## src/rtl/sram_arbiter.sv

```systemverilog
// Two-client round-robin arbiter in front of a single SRAM controller port.
// Read data is routed back to its requester through an in-order tag FIFO.
module sram_arbiter #(
  parameter int ADDR_W    = 18,
  parameter int DATA_W    = 16,
  parameter int TAG_DEPTH = 4
) (
  input  logic              clk,
  input  logic              rst,

  input  logic              c0_req,
  input  logic              c0_rd,
  input  logic [1:0]        c0_be,
  input  logic [ADDR_W-1:0] c0_addr,
  input  logic [DATA_W-1:0] c0_wr_data,
  output logic              c0_ready,
  output logic              c0_rd_data_vld,

  input  logic              c1_req,
  input  logic              c1_rd,
  input  logic [1:0]        c1_be,
  input  logic [ADDR_W-1:0] c1_addr,
  input  logic [DATA_W-1:0] c1_wr_data,
  output logic              c1_ready,
  output logic              c1_rd_data_vld,

  output logic [DATA_W-1:0] rd_data,

  output logic              sram_req,
  output logic              sram_rd,
  output logic [1:0]        sram_be,
  output logic [ADDR_W-1:0] sram_addr,
  output logic [DATA_W-1:0] sram_wr_data,
  input  logic              sram_ready,
  input  logic [DATA_W-1:0] sram_rd_data,
  input  logic              sram_rd_data_vld,

  output logic              rd_orphan
);

  localparam int PTR_W = $clog2(TAG_DEPTH);
  localparam int CNT_W = PTR_W + 1;

  typedef enum logic {
    IDLE = 1'b0,
    BUSY = 1'b1
  } state_t;

  state_t state;
  logic   grant;
  logic   last_served;

  logic [PTR_W-1:0] wr_ptr;
  logic [PTR_W-1:0] rd_ptr;
  logic [CNT_W-1:0] tag_cnt;
  logic             tag_mem [TAG_DEPTH];

  logic req_g;
  logic rd_g;
  logic tag_full;
  logic tag_empty;
  logic stall;
  logic xfer;
  logic push;
  logic pop;
  logic tag_head;

  // Granted client's fields are steered straight through to the controller.
  always_comb begin
    req_g        = grant ? c1_req     : c0_req;
    rd_g         = grant ? c1_rd      : c0_rd;
    sram_rd      = rd_g;
    sram_be      = grant ? c1_be      : c0_be;
    sram_addr    = grant ? c1_addr    : c0_addr;
    sram_wr_data = grant ? c1_wr_data : c0_wr_data;
  end

  // A full FIFO stalls reads even when a pop lands in the same cycle; writes never stall.
  always_comb begin
    tag_full  = (tag_cnt == CNT_W'(TAG_DEPTH));
    tag_empty = (tag_cnt == '0);
    stall     = rd_g & tag_full;
    sram_req  = (state == BUSY) & ~rst & req_g & ~stall;
    xfer      = sram_req & sram_ready;
    c0_ready  = xfer & ~grant;
    c1_ready  = xfer &  grant;
    push      = xfer & rd_g;
  end

  always_comb begin
    tag_head       = tag_mem[rd_ptr];
    pop            = sram_rd_data_vld & ~tag_empty & ~rst;
    c0_rd_data_vld = pop & ~tag_head;
    c1_rd_data_vld = pop &  tag_head;
    rd_data        = sram_rd_data;
  end

  // NOTE: sequential state uses non-blocking assignments only, so every
  // always_ff reads the pre-edge value of every register regardless of order.
  always_ff @(posedge clk) begin
    if (rst) begin
      state       <= IDLE;
      grant       <= 1'b0;
      last_served <= 1'b1;
    end else begin
      case (state)
        IDLE: begin
          if (c0_req | c1_req) begin
            state <= BUSY;
            grant <= (c0_req & c1_req) ? ~last_served : c1_req;
          end
        end
        BUSY: begin
          if (xfer) begin
            last_served <= grant;
            state       <= IDLE;
          end else if (!req_g) begin
            state <= IDLE;
          end
        end
        default: state <= IDLE;
      endcase
    end
  end

  always_ff @(posedge clk) begin
    if (rst) begin
      wr_ptr    <= '0;
      rd_ptr    <= '0;
      tag_cnt   <= '0;
      rd_orphan <= 1'b0;
    end else begin
      if (push) wr_ptr <= wr_ptr + PTR_W'(1);
      if (pop)  rd_ptr <= rd_ptr + PTR_W'(1);
      case ({push, pop})
        2'b10:   tag_cnt <= tag_cnt + CNT_W'(1);
        2'b01:   tag_cnt <= tag_cnt - CNT_W'(1);
        default: tag_cnt <= tag_cnt;
      endcase
      if (sram_rd_data_vld && tag_empty) rd_orphan <= 1'b1;
    end
  end

  // NOTE: the tag storage is deliberately not reset; entries are only read
  // between pointers that reset does clear, so stale contents are never seen.
  always_ff @(posedge clk) begin
    if (push) tag_mem[wr_ptr] <= grant;
  end

endmodule
```

## config.mk

```make
export PLATFORM = sky130hd
export DESIGN_NAME = sram_arbiter
export DESIGN_NICKNAME = d
export VERILOG_FILES = /design/src/rtl/sram_arbiter.sv
export SDC_FILE = /design/constraint.sdc
export NUM_CORES = 1
export LEC_CHECK = 0
export ABC_CLOCK_PERIOD_IN_PS = 2380
export CAP_MARGIN = 20
export CORE_MARGIN = 10
export CORE_UTILIZATION = 25
export DETAILED_ROUTE_END_ITERATION = 10
export GPL_TIMING_DRIVEN = 0
export PLACE_DENSITY = 0.77
export SYNTH_ARGS = -nofsm -noshare
export SYNTH_HDL_FRONTEND = slang
export SYNTH_SLANG_ARGS = --single-unit
```

## constraint.sdc

```tcl
create_clock -name clk -period 2.38 [get_ports clk]
set_input_delay 0.238 -clock clk [delete_from_list [all_inputs] [get_ports clk]]
set_output_delay 0.238 -clock clk [all_outputs]
set_load 0.01 [all_outputs]
```

Yosys cells after proc, flatten, opt, wreduce, memory -nomap -nowiden

Memory sizes are Yosys's and may differ from the RTL's. A register that Yosys moved wholly into a read port is not among the register bits.
Index checks and enable logic that the tools add are counted.

Register bits: 11
Memory bits (writable): 4
Input bits: 96
Output and inout bits: 59
Logic and storage cells: 56
Memories kept: 1

Add/subtract/negate cells: 4
Equal/unequal tests: 3
Muxes and demuxes: 15
Bitwise gates (word level): 21
Reductions and logical operators: 5

Memories:

| name    | depth | width | read ports | clocked after Yosys merged registers in | wr ports | RTL line | source |
|---|---|---|---|---|---|---|---|
| tag_mem | 4     | 1     | 1          | 1                                       | 1        | 56       | `logic tag_mem [TAG_DEPTH];` |

Operators by type and width:

| kind                                                                   | number |
|---|---|
| 18-bit two-way mux                                                     | 1 |
| 16-bit two-way mux                                                     | 1 |
| 1-bit bitwise AND                                                      | 13 |
| 1-bit two-way mux                                                      | 8 |
| 1-bit NOT                                                              | 7 |
| 2-bit two-way mux                                                      | 3 |
| 3-bit case mux with 2 select lines                                     | 1 |
| 2-bit by 1-bit adder with 2-bit output (second input constant)         | 2 |
| 2-bit AND reduction                                                    | 2 |
| 3-bit by 1-bit adder with 3-bit output (second input constant)         | 1 |
| 3-bit equality test (second input constant)                            | 1 |
| 3-bit logical NOT                                                      | 1 |
| 3-bit by 1-bit subtractor with 3-bit output (second input constant)    | 1 |
| 2-bit by 1-bit equality test with 1-bit output (second input constant) | 1 |
| 2-bit equality test (second input constant)                            | 1 |
| 1-bit case mux with 2 select lines                                     | 1 |
| 2-bit nonzero test                                                     | 1 |
| 1-bit logical AND                                                      | 1 |
| 1-bit OR                                                               | 1 |

Longest topological paths before layout

Depth in word-level cells: 8
Depth in mapped cells: 10
Depth with buffers taken out: 9

Least setup slack after synthesis

OpenSTA, ideal clock, no wires.

Path kind: register to register
From: reg grant
To: reg tag_cnt[2]
Library setup time: 71 ps
Arrival: 2161 ps
Data required time: 2309 ps
Path slack: 148 ps
Cell stages (with the launch flop): 11
Path buffers: 1
Period minus slack after synthesis: 2232 ps
Cell sequence: dfxtp_1 -> buf_4 -> mux2i_2 -> nor4_4 -> inv_2 -> ha_1 -> inv_1 -> fa_1 -> xor2_1 -> or3_1 -> a21oi_1

Longest elaborated chain between the ends: 8
Elaborated cells between the ends (all ways): 12
Classes of those cells: eq/ne (2); mux (3); bitwise (6); reduce/logical (1)

Ends and longest elaborated chain:

| element                                                                               | RTL line | source |
|---|---|---|
| start: declaration                                                                    | 50       | `logic grant;` |
| start signal: assignment                                                              | 110      | `grant <= (c0_req & c1_req) ? ~last_served : c1_req;` |
| 1-bit two-way mux                                                                     | 71       | `rd_g = grant ? c1_rd : c0_rd;` |
| 1-bit bitwise AND                                                                     | 82       | `stall = rd_g & tag_full;` |
| 1-bit NOT                                                                             | 83       | `sram_req = (state == BUSY) & ~rst & req_g & ~stall;` |
| 1-bit bitwise AND                                                                     | 83       |  |
| 1-bit bitwise AND                                                                     | 84       | `xfer = sram_req & sram_ready;` |
| 1-bit bitwise AND (*)                                                                 | 87       | `push = xfer & rd_g;` |
| 2-bit by 1-bit equality test with 1-bit output or 2-bit equality test (tied branches) | 135      | `case ({push, pop})` |
| 3-bit case mux with 2 select lines or 2-bit nonzero test (tied branches)              | n/a      |  |
| end signal: assignment                                                                | 136      | `2'b10: tag_cnt <= tag_cnt + CNT_W'(1);` |
| end signal: assignment                                                                | 137      | `2'b01: tag_cnt <= tag_cnt - CNT_W'(1);` |
| end signal: assignment                                                                | 138      | `default: tag_cnt <= tag_cnt;` |
| end: declaration                                                                      | 55       | `logic [CNT_W-1:0] tag_cnt;` |

Every way passes the cells marked *; elsewhere a longest branch is shown, timed or not.
A chain may end at the register's enable or synchronous reset.

Worst setup path after layout

From: reg grant
To: out sram_wr_data[8]

Longest elaborated chain between the ends: 1

Ends and longest elaborated chain:

| element            | RTL line | source |
|---|---|---|
| 16-bit two-way mux | 75       | `sram_wr_data = grant ? c1_wr_data : c0_wr_data;` |
| end: declaration   | 33       | `output logic [DATA_W-1:0] sram_wr_data,` |

Every way passes these cells.

==> results.toml <==
[clock_network]
max-clock-path-buffers = 2
cts_made_buffers = 3
tritoncts = "built"
clock_insertion_delay_at_the_later_pin_of_the_skew_report_ns = 0.25
cts_hold_repair.buffers = 0
htree_levels = 1
cell_at_the_root_of_the_clock_tree = "clkbuf_8"
clk_pin_slew_worst_paths_ns = 0.06
cts.sink_count = 17

[timing]
timing_hold_violations_final = 0
finalClockSkew_ns = 0.00138
finalCritPeriodShare = 0.938
min_period_ns = 2.23
worst_pin_slew_ns = 0.491
rsz_0062_raised_after_global_routing = "false"
setup-violations-final = 0
setup-tns-final_ns = 0
timing.slew.headroom = 0.673
final-max-slew-violation-count = 0
fmaxAchievable_mhz = 448
hold_slack_ns = 0.479

[synth]
synth_top_area_cell = "mux2_2"
yosysSeqAreaShare = 0.269
yosysMostFrequentCell = "mux2_2"
yosys.area.top_type_share = 0.286
syn-num-nets = 243
synth_area_per_cell_sq_um = 10.0
synth.top_cells.by_area = "mux2_2 29%, dfxtp_1 18%, buf_4 9.0%"
ys.flop_type = "dfxtp_1"
netlist_instances = 141
synthesis.yosys.warnings = 0
synth.cells.most_frequent = "36 x mux2_2, 17 x buf_4, 13 x dfxtp_1"
yosys_reg_bits = 17
synth_edf_count = 4
ys_types = 32
mappedNetlistArea_sq_um = 1420
post_synthesis_async_set_or_reset_flop_share = 0

[route]
drt_iter0_markers = 32
ant_nets = 0
routed_wire_length_per_instance_um = 16.5
detailroute.via_count = 1525
drc_markers = 0
drt_pass1_iterations = 2
vias_per_cell = 4.27
route.final.wire_length_mm = 5.88

[power]
static-leakage-power_nw = 1.14
power_per_cell_area_nw_per_um2 = 329
total_power_mw = 0.985
vdd_drop_max_mv = 0.387

[worst_setup_path]
crit_required_ns = 2.14
slowest_stage = "clkdlybuf4s50_1"
worst-path-buf-inv = 3
cp_cell_sequence = "buf_2 -> buf_4 -> mux2_2 -> clkdlybuf4s50_1"
critical_path_peak_fanout = 10
worst_setup_path_start_kind = "flop"
timing.critical_path.arrival_ns = 1.99
critical-path-max-stage-delay_ns = 0.49
critical_path.top_delay_family = "buffers and inverters"
critical_path_start_end_classification = "flop to primary output"
worst_setup_path_end_kind = "primary output"

[grt]
number_of_global_route_vias_before_repair = 1700
total_routing_resource_utilization_after_global_routing = 0.122
grt_overflow = 0
grt-busiest-layer = "met2"
grt_start_max_net_pins = 11
grt_util_met3 = 0.0903
antenna_found_initial = 0
grt_pass1_wl_mm = 8.76
groute.layer.met2.usage = 0.236
grt_use_met1 = 0.101

[layout]
num-fill-cells = 493
finalNonFillerCells = 357
diodes = 0
share_of_layout_cells_above_drive_strength_1 = 0.256
final_nets = 388
finalCoreUtilization = 0.544
areaGrowthSynthToFinish_pct = 111

[floorplan]
coreArea_sq_um = 5510
design.die.area_sq_um = 9070
die_width_um = 95.2
die_height_um = 95.2
row_count = 27
boundaryPins = 155
starting_utilization_of_the_core_area = 0.257

[placed_design]
sum_of_net_half_perimeters_after_detailed_placement_mm = 5.30
placed_cells = 351
place_congestion = 0.705
io_buffers = 138

[status]
status = "finished, final reports clean"

[hold_path]
worst_hold_path_type = "flop to flop"

[run]
max_cap_viol_count = 0
==> report_power, final <==
group          leakage [nW]  total, mW  switching, mW  internal (mW)
sequential            0.143      0.312         0.0100          0.302
clock                0.0255      0.210         0.0941          0.116
combinational         0.974      0.463          0.146          0.317
==> layout by cell type (no fill, tap or decap) <==
cell and count:
dfxtp_1 12, o21ai_0 2, and3_1 1, fa_1 1, a31oi_1 1, inv_2 1
mux2i_1 2, nor2_1 12, a21oi_2 1, mux2i_4 2, nand3b_1 2, mux2_2 36
o311ai_0 1, nand2b_1 1, xor2_1 4, a211o_1 1, clkbuf_2 1, dlygate4sd2_1 3
and2_1 7, a21oi_1 3, mux2_4 1, clkbuf_8 3, buf_2 1, ha_1 4
o31ai_1 1, nand2_1 2, clkinv_2 1, edfxtp_1 4, nor4_4 1, clkbuf_1 2
mux4_2 1, buf_4 20, inv_1 8, or3_1 1, clkdlybuf4s50_1 135, nor3_1 2
nor3b_4 1, ha_2 1, dfxtp_4 1, a211oi_4 1
==> worst paths after layout <==
kind | cells past startpoint | start | to | slack (ns)
worst max-delay path | 4 | grant$_SDFFE_PP0P_ | sram_wr_data[8] | 0.15
worst min-delay path | 2 | rd_orphan$_SDFFE_PP0P_ | rd_orphan$_SDFFE_PP0P_ | 0.48
worst max register to register | 9 | grant$_SDFFE_PP0P_ | tag_cnt[2]$_SDFFE_PP0P_ | 0.16
worst min register to register | 2 | rd_orphan$_SDFFE_PP0P_ | rd_orphan$_SDFFE_PP0P_ | 0.48
==> kinds of logic (layout without fill, tap and decap cells) <==
family,after synthesis,count (layout),synth area share
buffers and inverters,31,175,0.129
flip-flops,17,17,0.269
adder cells (fa/ha/maj),6,6,0.0584
XOR/XNOR,4,4,0.0248
multiplexers,42,42,0.344
AO/OA/AOI/OAI,11,11,0.0522
AND/OR/NAND/NOR,30,30,0.123
==> area by class of cell <==
class,count,area (sq um),share of cell area
plain buffers,21,145,0.0485
multi-input cells,93,893,0.298
clock inverters,1,5.00,0.00167
well taps,72,90.1,0.0301
flip-flops and latches,17,384,0.128
inverters,9,33.8,0.0113
clock buffers,3,41.3,0.0138
repair buffers,141,1400,0.468
==> per-stage QoR <==
stage	setup slack, ns	instance area [sq um]
2_1_floorplan	0.148	1420
3_3_place_gp	-0.164	2890
3_5_place_dp	-0.259	2890
5_1_grt	0.0168	2990
6_report	0.148	2990
4_1_cts	0.00543	2990
==> layer usage <==
layer	routed length, um	share of wire
met5	0	0
met3	927	0.16
met1	1740	0.30
met2	3190	0.54
met4	26	0.0044
==> worst register-to-register path: stages, from the launching register on <==
cell and delay [ns]:
dfxtp_4 0.43, mux2i_4 0.30, nor4_4 0.08, inv_2 0.09, ha_2 0.19, inv_1 0.05
fa_1 0.38, xor2_1 0.16, or3_1 0.33, a21oi_2 0.14
==> what timing repair did <==
| item | 4_1_cts | 5_1_grt |
|---|---|---|
| pin swaps | 1 | 0 |
| gates resized for setup | 11 | 5 |
| gates cloned | 0 | 0 |
| endpoints found under the setup margin | 28 | 27 |
| buffers inserted | 2 | 1 |
Note: power is estimated with default switching activity, not from simulation.
